$ cat src/rtl/bspd_pkg.sv
// Shared types and helpers for the round-robin serial pattern detector.
package bspd_pkg;

    typedef enum logic [1:0] {
        IDLE  = 2'd0,
        SHIFT = 2'd1,
        DONE  = 2'd2
    } state_t;

    // Pattern loaded at reset when the instantiating block does not override it.
    localparam logic [3:0] RST_PAT_DEFAULT = 4'b1110;

    // Ceiling log2, never less than 1 so it can size any vector.
    function automatic int clog2(input int value);
        int result;
        int remaining;
        result    = 0;
        remaining = value - 1;
        while (remaining > 0) begin
            result    = result + 1;
            remaining = remaining >> 1;
        end
        return (result < 1) ? 1 : result;
    endfunction

endpackage

$ cat src/rtl/bspd_rr_ctrl_if.sv
// Requester-side word handshake bundle: per-channel valid/data in, one-hot ready out.
interface bspd_rr_ctrl_if #(
    parameter int NREQ = 4,
    parameter int DW   = 8
);
    logic [NREQ-1:0]    req_valid;
    logic [NREQ*DW-1:0] req_data;
    logic [NREQ-1:0]    req_ready;

    // Front-end side: offers words, sees the accept strobe.
    modport master (output req_valid, output req_data, input req_ready);
    // Controller side: arbitrates and accepts one word at a time.
    modport slave  (input req_valid, input req_data, output req_ready);
endinterface

$ cat src/rtl/bspd_core.sv
// Serial pattern detector: PW-bit shift history, saturating fill count and
// a comparison against a programmable pattern. match_next reports whether the
// bit currently presented completes a match.
module bspd_core
    import bspd_pkg::*;
#(
    parameter int PW = 4
) (
    input  logic          clk,
    input  logic          reset,
    input  logic          clr,
    input  logic          shift_en,
    input  logic          bit_in,
    input  logic [PW-1:0] pattern,
    output logic          match_next
);
    localparam int FW = clog2(PW + 1);

    logic [PW-1:0] hist_reg;
    logic [FW-1:0] fill_reg;
    logic [PW-1:0] hist_next;
    logic [FW-1:0] fill_next;

    // Look-ahead history/fill so the match is known in the cycle the bit arrives.
    always_comb begin
        hist_next  = (hist_reg << 1) | PW'(bit_in);
        fill_next  = (fill_reg >= FW'(PW)) ? fill_reg : fill_reg + FW'(1);
        match_next = shift_en && (fill_next >= FW'(PW)) && (hist_next == pattern);
    end

    // History and fill advance only while shifting; a new word starts empty.
    always_ff @(posedge clk) begin
        if (reset || clr) begin
            hist_reg <= '0;
            fill_reg <= '0;
        end else if (shift_en) begin
            hist_reg <= hist_next;
            fill_reg <= fill_next;
        end
    end

endmodule

$ cat src/rtl/bspd_rr_ctrl.sv
// Round-robin controller sharing one serial pattern detector among NREQ
// word requesters. One word is granted in IDLE, shifted MSB-first for DW
// cycles, and its hit count is reported in DONE.
module bspd_rr_ctrl
    import bspd_pkg::*;
#(
    parameter int            NREQ    = 4,
    parameter int            DW      = 8,
    parameter int            PW      = 4,
    parameter logic [PW-1:0] RST_PAT = PW'(RST_PAT_DEFAULT)
) (
    input  logic                      clk,
    input  logic                      reset,
    bspd_rr_ctrl_if.slave             req,
    input  logic                      cfg_we,
    input  logic [PW-1:0]             cfg_pattern,
    output logic                      busy,
    output logic                      det_out,
    output logic [clog2(NREQ)-1:0]    det_chan,
    output logic                      done_valid,
    output logic [clog2(DW+1)-1:0]    done_hits
);
    localparam int CW = clog2(NREQ);
    localparam int HW = clog2(DW + 1);
    localparam int IW = clog2(DW);

    state_t        state_reg;
    logic [CW-1:0] last_grant_reg;
    logic [CW-1:0] det_chan_reg;
    logic [DW-1:0] word_reg;
    logic [IW-1:0] bit_idx_reg;
    logic [HW-1:0] hits_reg;
    logic [HW-1:0] done_hits_reg;
    logic          det_out_reg;
    logic          done_valid_reg;
    logic [PW-1:0] pattern_reg;

    logic          grant_valid;
    logic [CW-1:0] grant_idx;
    logic [CW-1:0] arb_idx;
    logic [NREQ-1:0] ready_vec;
    logic [DW-1:0] granted_word;
    logic          match_next;
    logic          last_bit;

    // Round-robin search starting just after the last channel served.
    always_comb begin
        grant_valid = 1'b0;
        grant_idx   = '0;
        arb_idx     = '0;
        for (int off = 1; off <= NREQ; off++) begin
            arb_idx = CW'((int'(last_grant_reg) + off) % NREQ);
            if (!grant_valid && req.req_valid[arb_idx]) begin
                grant_valid = 1'b1;
                grant_idx   = arb_idx;
            end
        end
    end

    for (genvar gi = 0; gi < NREQ; gi++) begin : g_ready
        assign ready_vec[gi] = (state_reg == IDLE) && grant_valid && (grant_idx == CW'(gi));
    end

    assign req.req_ready = ready_vec;
    assign granted_word  = req.req_data[grant_idx*DW +: DW];
    assign last_bit      = (bit_idx_reg == IW'(DW - 1));

    bspd_core #(.PW(PW)) u_core (
        .clk        (clk),
        .reset      (reset),
        .clr        ((state_reg == IDLE) && grant_valid),
        .shift_en   (state_reg == SHIFT),
        .bit_in     (word_reg[DW-1]),
        .pattern    (pattern_reg),
        .match_next (match_next)
    );

    // Control FSM: grant and capture, shift one bit per cycle, report the word.
    always_ff @(posedge clk) begin
        if (reset) begin
            state_reg      <= IDLE;
            last_grant_reg <= CW'(NREQ - 1);
            det_chan_reg   <= '0;
            word_reg       <= '0;
            bit_idx_reg    <= '0;
            hits_reg       <= '0;
            done_hits_reg  <= '0;
            det_out_reg    <= 1'b0;
            done_valid_reg <= 1'b0;
            pattern_reg    <= RST_PAT;
        end else begin
            det_out_reg    <= 1'b0;
            done_valid_reg <= 1'b0;
            case (state_reg)
                IDLE: begin
                    if (cfg_we) begin
                        pattern_reg <= cfg_pattern;
                    end
                    if (grant_valid) begin
                        word_reg     <= granted_word;
                        det_chan_reg <= grant_idx;
                        hits_reg     <= '0;
                        bit_idx_reg  <= '0;
                        state_reg    <= SHIFT;
                    end
                end
                SHIFT: begin
                    det_out_reg <= match_next;
                    hits_reg    <= hits_reg + HW'(match_next);
                    word_reg    <= word_reg << 1;
                    bit_idx_reg <= bit_idx_reg + IW'(1);
                    if (last_bit) begin
                        // Final count includes a match on the last bit.
                        done_valid_reg <= 1'b1;
                        done_hits_reg  <= hits_reg + HW'(match_next);
                        state_reg      <= DONE;
                    end
                end
                DONE: begin
                    last_grant_reg <= det_chan_reg;
                    state_reg      <= IDLE;
                end
                default: state_reg <= IDLE;
            endcase
        end
    end

    assign busy       = (state_reg != IDLE);
    assign det_out    = det_out_reg;
    assign det_chan   = det_chan_reg;
    assign done_valid = done_valid_reg;
    assign done_hits  = done_hits_reg;

endmodule

$ cat src/flat_wrapper.sv
// flat-port wrapper written by rule: the top's interface ports become plain ports
module bspd_rr_ctrl_flat import bspd_pkg::*;
#(
    parameter int            NREQ    = 4,
    parameter int            DW      = 8,
    parameter int            PW      = 4,
    parameter logic [PW-1:0] RST_PAT = PW'(RST_PAT_DEFAULT)
)
  (clk, reset, cfg_we, cfg_pattern, busy, det_out, det_chan, done_valid, done_hits, req_req_valid, req_req_data, req_req_ready);
  bspd_rr_ctrl_if #(.NREQ(NREQ), .DW(DW)) req_i ();
  input  logic clk;
  input  logic reset;
  input  logic cfg_we;
  input  logic [PW-1:0] cfg_pattern;
  output logic busy;
  output logic det_out;
  output logic [clog2(NREQ)-1:0] det_chan;
  output logic done_valid;
  output logic [clog2(DW+1)-1:0] done_hits;
  input wire logic [$bits(req_i.req_valid)-1:0] req_req_valid;
  input wire logic [$bits(req_i.req_data)-1:0] req_req_data;
  output wire logic [$bits(req_i.req_ready)-1:0] req_req_ready;
  assign req_i.req_valid = req_req_valid;
  assign req_i.req_data = req_req_data;
  assign req_req_ready = req_i.req_ready;
  bspd_rr_ctrl #(.NREQ(NREQ), .DW(DW), .PW(PW), .RST_PAT(RST_PAT)) u_core (.clk(clk), .reset(reset), .req(req_i), .cfg_we(cfg_we), .cfg_pattern(cfg_pattern), .busy(busy), .det_out(det_out), .det_chan(det_chan), .done_valid(done_valid), .done_hits(done_hits));
endmodule
$ cat config.mk
export PLATFORM = sky130hd
export DESIGN_NAME = bspd_rr_ctrl_flat
export DESIGN_NICKNAME = d
export VERILOG_FILES = /design/src/rtl/bspd_pkg.sv /design/src/rtl/bspd_rr_ctrl_if.sv /design/src/rtl/bspd_core.sv /design/src/rtl/bspd_rr_ctrl.sv /design/src/flat_wrapper.sv
export SDC_FILE = /design/constraint.sdc
export NUM_CORES = 1
export LEC_CHECK = 0
export CAP_MARGIN = 30
export CORE_MARGIN = 4
export CORE_UTILIZATION = 51
export CTS_CLUSTER_SIZE = 10
export DETAILED_ROUTE_END_ITERATION = 10
export PLACE_DENSITY_LB_ADDON = 0.2
export SETUP_SLACK_MARGIN = 0.1
export SLEW_MARGIN = 25
export SYNTH_ARGS = -nofsm -noshare
export SYNTH_HDL_FRONTEND = slang
export SYNTH_SLANG_ARGS = --single-unit
$ cat constraint.sdc
create_clock -name clk -period 3.4 [get_ports clk]
set_input_delay 0.85 -clock clk [delete_from_list [all_inputs] [get_ports clk]]
set_output_delay 0.85 -clock clk [all_outputs]
set_load 0.05 [all_outputs]
Yosys cells after proc, flatten, opt, wreduce, memory -nomap -nowiden
Cells that the tools add are included.
{"block": "totals", "elab_cells": 88, "n_memories": 0, "output_inout_bits": 13, "latchBits": 0, "reg_bits": 37, "mem_bits_rw": 0, "rom_bits": 0}
{"block": "op_classes", "order_cmp": 6, "bitwise": 2, "n_addsub": 7, "div": 0, "n_reduce_logical": 24, "muxes": 27, "n_eq_ne": 9, "n_shift": 1, "mul": 0}
{"op": "$shiftx A32 B6 Y8", "n": 1}
{"op": "$pmux W8 S2", "n": 1}
{"op": "$lt A2 B3 Y1 const B", "n": 4}
{"op": "$mux W2", "n": 6}
{"op": "$logic_and A1 B1 Y1", "n": 10}
{"op": "$reduce_and A2 Y1", "n": 5}
{"op": "$mux W1", "n": 9}
{"op": "$bmux W1 S2", "n": 4}
{"op": "$mux W8", "n": 1}
{"op": "$pmux W4 S2", "n": 1}
{"op": "$add A3 B1 Y3 const B", "n": 2}
{"op": "$eq A2 B2 Y1 const B", "n": 3}
{"op": "$ge A3 B3 Y1 const B", "n": 2}
{"op": "$mux W3", "n": 2}
{"op": "$pmux W3 S2", "n": 1}
{"op": "$add A2 B1 Y2 const B", "n": 2}
{"op": "$add A2 B2 Y2 const B", "n": 2}
{"op": "$add A4 B1 Y4", "n": 1}
{"op": "$eq A2 B1 Y1 const B", "n": 2}
{"op": "$eq A4 B4 Y1", "n": 1}
{"op": "$logic_not A2 Y1", "n": 2}
{"op": "$mux W4", "n": 1}
{"op": "$ne A2 B1 Y1 const B", "n": 2}
{"op": "$or A4 B1 Y4", "n": 1}
{"op": "7 further kinds", "n": 10}

Logic depth before layout (Yosys ltp)
Gate-level depths: netlist of the first run.
{"block": "depth", "ltp_word": 16, "mapped_depth": 10, "mapped_depth_nobuf": 9}

Cells and area by module
From an unflattened synthesis of the first run, not the netlist that was laid out.
{"block": "unflattened", "cells_unflattened": 215, "area_unflattened_um2": 1963.1}
{"mod": "bspd_rr_ctrl", "cells_per_inst": 183, "n_inst": 1, "area_each_um2": 1649.1, "seq_area_each_um2": 620.6}
{"mod": "bspd_core", "cells_per_inst": 32, "n_inst": 1, "area_each_um2": 314.1, "seq_area_each_um2": 120.1}

Worst setup path after synthesis of the first run
OpenSTA, ideal clock, no wires.
{"block": "synth_path", "kind": "input-to-output", "from": "input req_req_valid[1]", "to": "output req_req_ready[2]", "path_stages": 5, "t_arrival_ns": 2.455, "path_slack_ns": 0.095, "n_path_buf": 0, "t_required_ns": 2.550, "path_cell_list": "nor2b_1 > o2bb2ai_1 > nor2_1 > nand2_1 > nor3_1"}
{"block": "synth_between", "elab_chain_cells": 14, "elab_cells_between_ends": 25, "cone_classes": "eq/ne (1); mux (16); reduce/logical (8)"}
{"item": "start, declared", "line": "flat_wrapper.sv:20", "text": "input wire logic [$bits(req_i.req_valid)-1:0] req_req_valid;"}
{"item": "$bmux W1 S2", "line": "bspd_rr_ctrl.sv:53", "text": "if (!grant_valid && req.req_valid[arb_idx]) begin"}
{"item": "$mux W1 (not written as such)", "line": "bspd_rr_ctrl.sv:53"}
{"item": "$mux W1", "line": "bspd_rr_ctrl.sv:53"}
{"item": "$logic_not A1 Y1", "line": "bspd_rr_ctrl.sv:53"}
{"item": "$logic_and A1 B1 Y1", "line": "bspd_rr_ctrl.sv:53"}
{"item": "$mux W1", "line": "bspd_rr_ctrl.sv:53"}
{"item": "$logic_not A1 Y1", "line": "bspd_rr_ctrl.sv:53"}
{"item": "$logic_and A1 B1 Y1", "line": "bspd_rr_ctrl.sv:53"}
{"item": "$mux W1", "line": "bspd_rr_ctrl.sv:53"}
{"item": "$logic_not A1 Y1", "line": "bspd_rr_ctrl.sv:53"}
{"item": "$logic_and A1 B1 Y1", "line": "bspd_rr_ctrl.sv:53"}
{"item": "$mux W2 or $mux W1 (tied branches)", "line": "bspd_rr_ctrl.sv:53"}
{"item": "$eq A2 B2 Y1 or $logic_and A1 B1 Y1 (tied branches)", "line": "bspd_rr_ctrl.sv:61", "text": "assign ready_vec[gi] = (state_reg == IDLE) && grant_valid && (grant_idx == CW'(gi));"}
{"item": "$logic_and A1 B1 Y1 *", "line": "bspd_rr_ctrl.sv:61"}
{"item": "end, declared", "line": "flat_wrapper.sv:22", "text": "output wire logic [$bits(req_i.req_ready)-1:0] req_req_ready;"}
Every way passes the cells marked *; elsewhere a longest branch is shown, timed or not. The select of a mux whose other input is x is not followed.

Worst setup path after layout of the first run
{"block": "layout_path", "from": "input req_req_valid[3]", "to": "output req_req_ready[0]"}
{"block": "layout_between", "elab_chain_cells": 14, "elab_cells_between_ends": 25, "cone_classes": "mux (16); reduce/logical (9)"}
{"item": "$bmux W1 S2", "line": "bspd_rr_ctrl.sv:53"}
{"item": "$mux W1 (not written as such)", "line": "bspd_rr_ctrl.sv:53"}
{"item": "$mux W1", "line": "bspd_rr_ctrl.sv:53"}
{"item": "$logic_not A1 Y1", "line": "bspd_rr_ctrl.sv:53"}
{"item": "$logic_and A1 B1 Y1", "line": "bspd_rr_ctrl.sv:53"}
{"item": "$mux W1", "line": "bspd_rr_ctrl.sv:53"}
{"item": "$logic_not A1 Y1", "line": "bspd_rr_ctrl.sv:53"}
{"item": "$logic_and A1 B1 Y1", "line": "bspd_rr_ctrl.sv:53"}
{"item": "$mux W1", "line": "bspd_rr_ctrl.sv:53"}
{"item": "$logic_not A1 Y1", "line": "bspd_rr_ctrl.sv:53"}
{"item": "$logic_and A1 B1 Y1", "line": "bspd_rr_ctrl.sv:53"}
{"item": "$mux W2 or $mux W1 (tied branches)", "line": "bspd_rr_ctrl.sv:53"}
{"item": "$logic_not A2 Y1 or $logic_and A1 B1 Y1 (tied branches)", "line": "bspd_rr_ctrl.sv:61"}
{"item": "$logic_and A1 B1 Y1 *", "line": "bspd_rr_ctrl.sv:61"}
Marks and branches as above.

==> results.md, run 1 <==
- Maximum vdd drop: 0.0003746 V
- CTS buffer count: 5
- Detailed Place HPWL: 3.365 mm
- H-tree levels: 2
- Remaining routing DRC violations: 0
- Endpoint class of the critical path: primary output
- Status: finished clean
- Critical path type: primary input to primary output
- Initial Util: 55.16%
- Post-Layout Inst Area: 0.002676 mm²
- Mapped Cells: 215
- Most frequent cells after synthesis: dfxtp_1, nand2_1, mux2i_1, nor2_1, a21oi_1
- Crit Path Max Fanout: 3
- Total grt overflow: 0
- Total GRT Usage: 20.51%
- Leak: 1.117 nW
- Clock latency on the worst-skew pair: 290 ps
- Minimum hold slack: 473.0 ps
- Primary FF master, synth: dfxtp_1
- Largest net degree at the start of global routing: 22
- Crit start category: primary input
- Vias: 1,761
- Final worst path period share: 95.57%
- Netlist cell types: 46
- Routed wire per std cell: 14.43 µm
- Syn-to-layout area delta: 39.90%
- Mapped Area: 0.001913 mm²
- Dpl cells: 313
- Hold Crit Class: register to register
- Core ar.: 0.003468 mm²
- Die height: 69.25 µm
- Max Cap Violations: 0
- Non-Filler Instances: 322
- Die Wd: 69.25 µm
- Ranking of synthesized cells by area: dfxtp_1, mux2i_1, nand2_1, a21oi_1, ha_1
- CTS tree: done
- Nets: 324
- Share of layout cells above drive strength 1: 12.68%
- Max reg flops: 8
- CTS Hold Bufs: 0
- Starting DRT DRC Count: 78
- CTS max path bufs: 2
- Initial antenna violation count: 0
- Remaining antenna violation count: 0
- Placer Congestion: 0.7618
- Final Hold Fails: 0
- Synth Register Bits: 37
- Crit path DAT: 2400 ps
- Most frequent cell after synthesis: dfxtp_1
- FP Rows: 21
- First-pass GRT wire length: 8.224 mm
- Post-synth EDFFs: 0
- Syn Nets: 264
- WP data required: 2550 ps
- Yosys top cell area share: 38.72%
- Vias per inst: 5.469
- Endpoints failing setup: 0
- Clk slew on worst S/H paths: 70 ps
- Time the worst path needs with I/O delays and setup: 3249 ps
- Post-Route WL: 4.648 mm
- Num Clock Sinks: 37
- Leading area contributor after synthesis: dfxtp_1
- Slew @ Worst Pin: 511.8 ps
- Root Buffer: clkbuf_8
- F_max: 0.3077 GHz
- First-pass DRT Iterations: 4
- Max-slew violation count: 0
- Ys Warns: 0
- Fill count: 269
- Port bufs: 55
- R2r setup slk: 1330 ps
- Slew headroom: 65.77%
- Cell area power density: 396.5 mW/mm²
- Antenna diodes: 0
- Vias in the first global route: 1,816
- RSZ-0062 raised after global routing: yes
- Async SR Flop Fraction: 0%
- Mapped Avg Cell Area: 8.898 µm²
- Final core occ: 77.16%
- Placed instance area: 0.002534 mm²
- Sequential area share after synthesis: 38.72%
- Final Skew: 8.057 ps
- Total negative slack: 0 ps
- Die area: 0.004795 mm²
- # IOs: 56
-- layer usage --
metal	track usage (%)	share of wire (%)
met1	25.81	48
met2	32.94	45
met3	6.522	5.5
met4	7.158	1.1
met5	0	0
-- cell usage in the layout (no fill, tap or decap), types with 3 or more instances in the layout --
master / Yosys / layout
clkdlybuf4s50_1: 0 / 49
a21oi_1: 16 / 15
buf_4: 0 / 11
dfxtp_1: 37 / 37
inv_1: 3 / 3
nor2_1: 17 / 16
nand3_1: 15 / 15
o221ai_1: 6 / 6
xnor2_1: 5 / 5
ha_1: 6 / 6
nand2_1: 29 / 28
mux2i_1: 20 / 20
a22o_1: 7 / 7
nand2b_1: 4 / 4
clkbuf_8: 0 / 6
-- stage by stage --
stage / setup slack, ps / power, mW
CTS: 112.3 / 1.070
global placement: 140.1 / 0.6754
finish: 150.5 / 1.061
floorplan: 116.7 / 0.5895
global route: 85.52 / 1.111
detailed placement: 92.12 / 0.6800
-- area by class of cell --
cell class,instances,area [µm²],area share (%)
multi-input cells,163,1109,41.42
clock inverters,1,30.03,1.122
clock buffers,7,86.33,3.226
repair buffers,64,638.1,23.84
well taps,46,57.56,2.151
inverters,4,15.01,0.5610
flip-flops and latches,37,740.7,27.68
-- final timing paths --
check                        startpoint                    end  depth (start not counted)
setup / recovery       req_req_valid[3]       req_req_ready[0]                          6
hold reg to reg   u_core.pattern_reg[0]  u_core.pattern_reg[0]                          2
setup reg to reg    u_core.state_reg[0]     u_core.hits_reg[3]                         10
hold / removal    u_core.pattern_reg[0]  u_core.pattern_reg[0]                          2
-- worst max-delay path, cell delays in order --
cell and delay [ps]:
clkdlybuf4s50_1 450, or4_4 550, and2_1 200, nand2_2 100, nor2_1 50, buf_4 190
-- kinds of logic (layout without fill, tap and decap cells) --
logic type / Yosys count / after routing / synth area share [%]
AOI/OAI and AO/OA: 44 / 44 / 16.81
xor gates and xnor gates: 7 / 7 / 3.205
adders and majority gates: 6 / 6 / 3.924
buffers and inverters: 15 / 76 / 4.316
DFF: 37 / 37 / 38.72
muxes: 20 / 20 / 10.46
and+or+nand+nor: 86 / 86 / 22.56
-- what timing repair did --
item                       in CTS  in global routing
setup endpoints to repair       2                  4
pin swaps                       0                  1
setup buffers                   0                  1
resized for setup               1                  5
-- power breakdown --
group          switching, mW  internal [mW]
Sequential            0.0145          0.452
Combinational          0.103          0.105
Clock                  0.148          0.239
Power figures use the tool's default switching activity.
==> run 2, diff against run 1 <==
- CORE_ASPECT_RATIO: default -> 1.25
==> run 2 against run 1 <==
Net effect:
- combinational power decreased by 2%
- fmax up 0.43%
- die area is 0.13% higher
- power fell by 10%
- highest routed layer unchanged
- register-to-register slack better by 30 ps
- critical path type unchanged
==> results.md, run 2 (synthesis gave the netlist of run 1 again) <==
- Total negative slack: 0 ps
- Max reg flops: 8
- Worst-path cell chain: clkdlybuf4s50_1 > or4_4 > and2_1 > nand2_2 > nor2_1 > buf_4
- Routed wire per std cell: 13.83 µm
- Max-slew violation count: 0
- Die area: 0.004801 mm²
- Syn-to-layout area delta: 36.69%
- Total GRT Usage: 19.32%
- # IOs: 56
- Remaining routing DRC violations: 0
- Num Clock Sinks: 37
- R2r setup slk: 1360 ps
- WP data required: 2550 ps
- Endpoints failing setup: 0
- Die height: 76.48 µm
- H-tree levels: 2
- Total grt overflow: 0
- RSZ-0062 raised after global routing: no
- Vias in the first global route: 1,643
- Initial antenna violation count: 0
- Max stage delay cell, worst path: or4_4
- CTS resizes: 0
- Clock latency on the worst-skew pair: 280 ps
- Fill count: 280
- Antenna diodes: 0
- Post-Route WL: 4.344 mm
- First-pass DRT Iterations: 4
- Time the worst path needs with I/O delays and setup: 3236 ps
- Largest net degree at the start of global routing: 22
- F_max: 0.3091 GHz
- Commonest non-fill, non-tap cell in the layout: clkdlybuf4s50_1
- Total Power: 0.9548 mW
- FP Rows: 24
- Starting DRT DRC Count: 50
- Max Cap Violations: 0
- Final Hold Fails: 0
- Cell area power density: 365.1 mW/mm²
- CTS tree: done
- Final core occ: 73.80%
- Critical path type: primary input to primary output
- Initial Util: 53.99%
- Crit start category: primary input
- Clk slew on worst S/H paths: 70 ps
- Vias per inst: 5.357
- Crit Path Max Fanout: 3
- Final Skew: 2.499 ps
- Max stage delay on crit path: 560 ps
- Vias: 1,682
- Status: finished clean
- Port bufs: 55
- Slew headroom: 66.27%
- Post-Layout Inst Area: 0.002615 mm²
- Nets: 323
- First-pass GRT wire length: 7.438 mm
- Core ar.: 0.003543 mm²
- R2R Path End: u_core.hits_reg[3]
- CTS buffer count: 5
- FF-to-FF path depth: 10
- Remaining antenna violation count: 0
- Commonest cells after routing, fill and taps aside: clkdlybuf4s50_1, dfxtp_1, nand2_1
- CTS Hold Bufs: 0
- Leak: 1.097 nW
- Share of layout cells above drive strength 1: 11.27%
- Detailed Place HPWL: 3.328 mm
- Placed instance area: 0.002525 mm²
- Crit path to: req_req_ready[0]
- Hold Crit Class: register to register
- Maximum vdd drop: 0.0003343 V
- Worst setup startpoint: req_req_valid[3]
- Slew @ Worst Pin: 504.3 ps
- Placer Congestion: 0.7259
- Final worst path period share: 95.17%
- Endpoint class of the critical path: primary output
- Root Buffer: clkbuf_8
- Crit path DAT: 2390 ps
- Worst reg2reg startpoint: u_core.state_reg[0]
- Die Wd: 62.78 µm
- Post-CTS Setup Bufs: 0
- CTS max path bufs: 2
[run 2: changes by cell type in the layout (fill, tap and decap cells not counted), sizes merged]
| cell | previous run | this run |
|---|---|---|
| clkinv | 1 | 3 |
| buf | 13 | 12 |
| bufinv | 1 | 0 |
| clkbuf | 7 | 6 |
[run 2: through the flow]
stage	setup slack, ps	hold slack [ps]	std cells
floorplan	116.7	447.8	215
global placement	136.3	458.4	306
detailed placement	110.5	464.5	306
CTS	100.8	474.3	314
global route	113.2	488.1	314
finish	164.4	471.0	314
[run 2: layout make-up]
cell class / instances / area (µm²) / share of cell area, %
clock inverter: 2 / 10.01 / 0.3828
multi-input combinational: 163 / 1097 / 41.96
tap: 39 / 48.80 / 1.866
sequential: 37 / 740.7 / 28.33
clock buffer: 6 / 72.57 / 2.775
timing repair buffer: 63 / 630.6 / 24.11
inverter: 4 / 15.01 / 0.5742
[run 2: per-layer routing]
| layer | global-route usage [%] | up-vias | wire length, µm |
|---|---|---|---|
| li1 | - | 879 | - |
| met1 | 21.82 | 756 | 1925 |
| met2 | 33.19 | 39 | 2119 |
| met3 | 6.490 | 8 | 211 |
| met4 | 7.506 | 0 | 88 |
| met5 | 0 | - | 0 |
[run 2: power breakdown]
group	switching [mW]	internal, mW
Sequential	0.0129	0.452
Combinational	0.0988	0.104
Clock	0.145	0.142
Total	0.257	0.698
[run 2: worst min-delay path by stage]
stage               cells past startpoint                      start  slack [ps]                        end
CTS                                     2      u_core.pattern_reg[0]         470      u_core.pattern_reg[0]
finish                                  2      u_core.pattern_reg[0]         470      u_core.pattern_reg[0]
floorplan                               2      u_core.pattern_reg[0]         450      u_core.pattern_reg[0]
detailed placement                      2      u_core.pattern_reg[0]         460      u_core.pattern_reg[0]
global route                            2  u_core.u_core.hist_reg[2]         490  u_core.u_core.hist_reg[2]
global placement                        2      u_core.pattern_reg[0]         460      u_core.pattern_reg[0]
[run 2: worst max-delay path: cells and delay by family]
family | cells | cell delay, ps
AND/OR/NAND/NOR | 4 | 900
buffers and inverters | 2 | 640
==> run 3, diff against run 2 <==
- PLACE_DENSITY: default -> 0.85
- PLACE_DENSITY_LB_ADDON: 0.2 -> default
==> run 3 against run 2 <==
Net effect:
- clock skew hardly changed
- sequential power hardly changed
- clock power up 6%
- final cell count shrank 0.64%
- fmax fell by 1.5%
- combinational power hardly changed
==> results.md, run 3 (synthesis gave the netlist of run 1 again) <==
- Status: finished clean
- Max stage delay on crit path: 540 ps
- Remaining routing DRC violations: 0
- Largest net degree at the start of global routing: 22
- Worst path bufs/invs: 2
- Core ar.: 0.003543 mm²
- First-pass DRT Iterations: 4
- Total Power: 0.9696 mW
- Antenna diodes: 0
- CTS max path bufs: 2
- Cell area power density: 371.7 mW/mm²
- Endpoints failing setup: 0
- Nets: 322
- Commonest non-fill, non-tap cell in the layout: clkdlybuf4s50_1
- Worst setup startpoint: req_req_valid[0]
- Initial antenna violation count: 0
- Slew @ Worst Pin: 505.5 ps
- Final worst path period share: 96.58%
- Crit path DAT: 2430 ps
- FF-to-FF path depth: 10
- Non-Filler Instances: 312
- Worst-path cell chain: clkdlybuf4s50_1 > or4_4 > and2_1 > nand2_1 > nor2_1 > buf_4
- F_max: 0.3045 GHz
- Port bufs: 55
- Final Skew: 2.990 ps
- Max Cap Violations: 0
- Num Clock Sinks: 37
- Hold Crit Class: register to register
- Critical path depth in cells: 6
- Initial Util: 53.99%
- Placer Congestion: 0.8169
- R2r setup slk: 1270 ps
- R2R Path End: u_core.hits_reg[3]
- Vias per inst: 5.516
- CTS buffer count: 5
- Detailed Place HPWL: 3.410 mm
- Post-CTS Setup Bufs: 0
- Crit start category: primary input
- Clock latency on the worst-skew pair: 290 ps
- Max-slew violation count: 0
- Post-Route WL: 4.456 mm
- Starting DRT DRC Count: 66
- Remaining antenna violation count: 0
- Leak: 1.084 nW
- Crit Path Max Fanout: 5
- Crit path to: req_req_ready[0]
- Total GRT Usage: 19.70%
- Routed wire per std cell: 14.28 µm
- Syn-to-layout area delta: 36.36%
- Share of layout cells above drive strength 1: 10.62%
- Maximum vdd drop: 0.0002993 V
- Max reg flops: 8
- Critical path type: primary input to primary output
- FP Rows: 24
- Total negative slack: 0 ps
- Vias: 1,721
- Slew headroom: 66.19%
- First-pass GRT wire length: 7.728 mm
- Commonest cells after routing, fill and taps aside: clkdlybuf4s50_1, dfxtp_1, nand2_1
- H-tree levels: 2
- Endpoint class of the critical path: primary output
- RSZ-0062 raised after global routing: yes
- Dpl cells: 305
- Setup WS pre-CTS: 76.44 ps
- Clk slew on worst S/H paths: 60 ps
- Vias in the first global route: 1,668
- Root Buffer: clkbuf_8
- Total grt overflow: 0
- Worst reg2reg startpoint: u_core.state_reg[0]
- Time the worst path needs with I/O delays and setup: 3284 ps
- # IOs: 56
- Die area: 0.004801 mm²
- CTS tree: done
- Final Hold Fails: 0
- CP top delay family: simple AND/OR/NAND/NOR gates
- WP data required: 2550 ps
- Die height: 76.48 µm
- Die Wd: 62.78 µm
- Worst Slack Setup Final: 116.4 ps
- Max stage delay cell, worst path: or4_4
run 3: metal layers:
layer,GRT usage [%],part of all wire (%),up-vias
met4,7.726,1.6,0
met2,32.87,50,39
met1,23.13,44,795
met5,0,0,-
met3,6.490,4.9,8
li1,-,-,879
run 3: area by class of cell:
cell class / count / area, µm²
Clock buffer: 7 / 86.33
Timing Repair Buffer: 62 / 619.3
Tap cell: 39 / 48.80
Multi-Input combinational cell: 163 / 1099
Sequential cell: 37 / 740.7
Inverter: 4 / 15.01
Fill cell: 283 / 934.6
run 3: worst min path at each step:
stage | endpoint | slack (ps) | cells after the start | startpoint
global route | u_core.pattern_reg[0] | 490 | 2 | u_core.pattern_reg[0]
CTS | u_core.pattern_reg[0] | 470 | 2 | u_core.pattern_reg[0]
floorplan | u_core.pattern_reg[0] | 450 | 2 | u_core.pattern_reg[0]
finish | u_core.pattern_reg[0] | 470 | 2 | u_core.pattern_reg[0]
global placement | u_core.pattern_reg[0] | 450 | 2 | u_core.pattern_reg[0]
detailed placement | u_core.pattern_reg[0] | 460 | 2 | u_core.pattern_reg[0]
run 3: repair_timing:
action | 4_1_cts | 5_1_grt
hold buffers | 0 | 0
setup endpoints to repair | 2 | 4
resized for setup | 1 | 2
run 3: tightest hold or removal path: stages (launching register included):
cell	delay (ps)
dfxtp_1	320
nand2_1	50
a21oi_1	50
run 3: through the flow:
step	instance area, µm²	hold WS [ps]	util (%)
after global routing	2609	491.8	73.62
after CTS	2603	473.4	73.45
after global placement	2517	455.0	71.05
final	2609	470.6	73.62
after detailed placement	2517	463.8	71.05
after floorplan	1918	447.8	-
run 3: power by group:
part	switching [mW]	internal [mW]	leakage [nW]
Clock	0.142	0.161	0.0443
Combinational	0.0988	0.103	0.738
Sequential	0.0129	0.452	0.302
Total	0.254	0.716	1.08
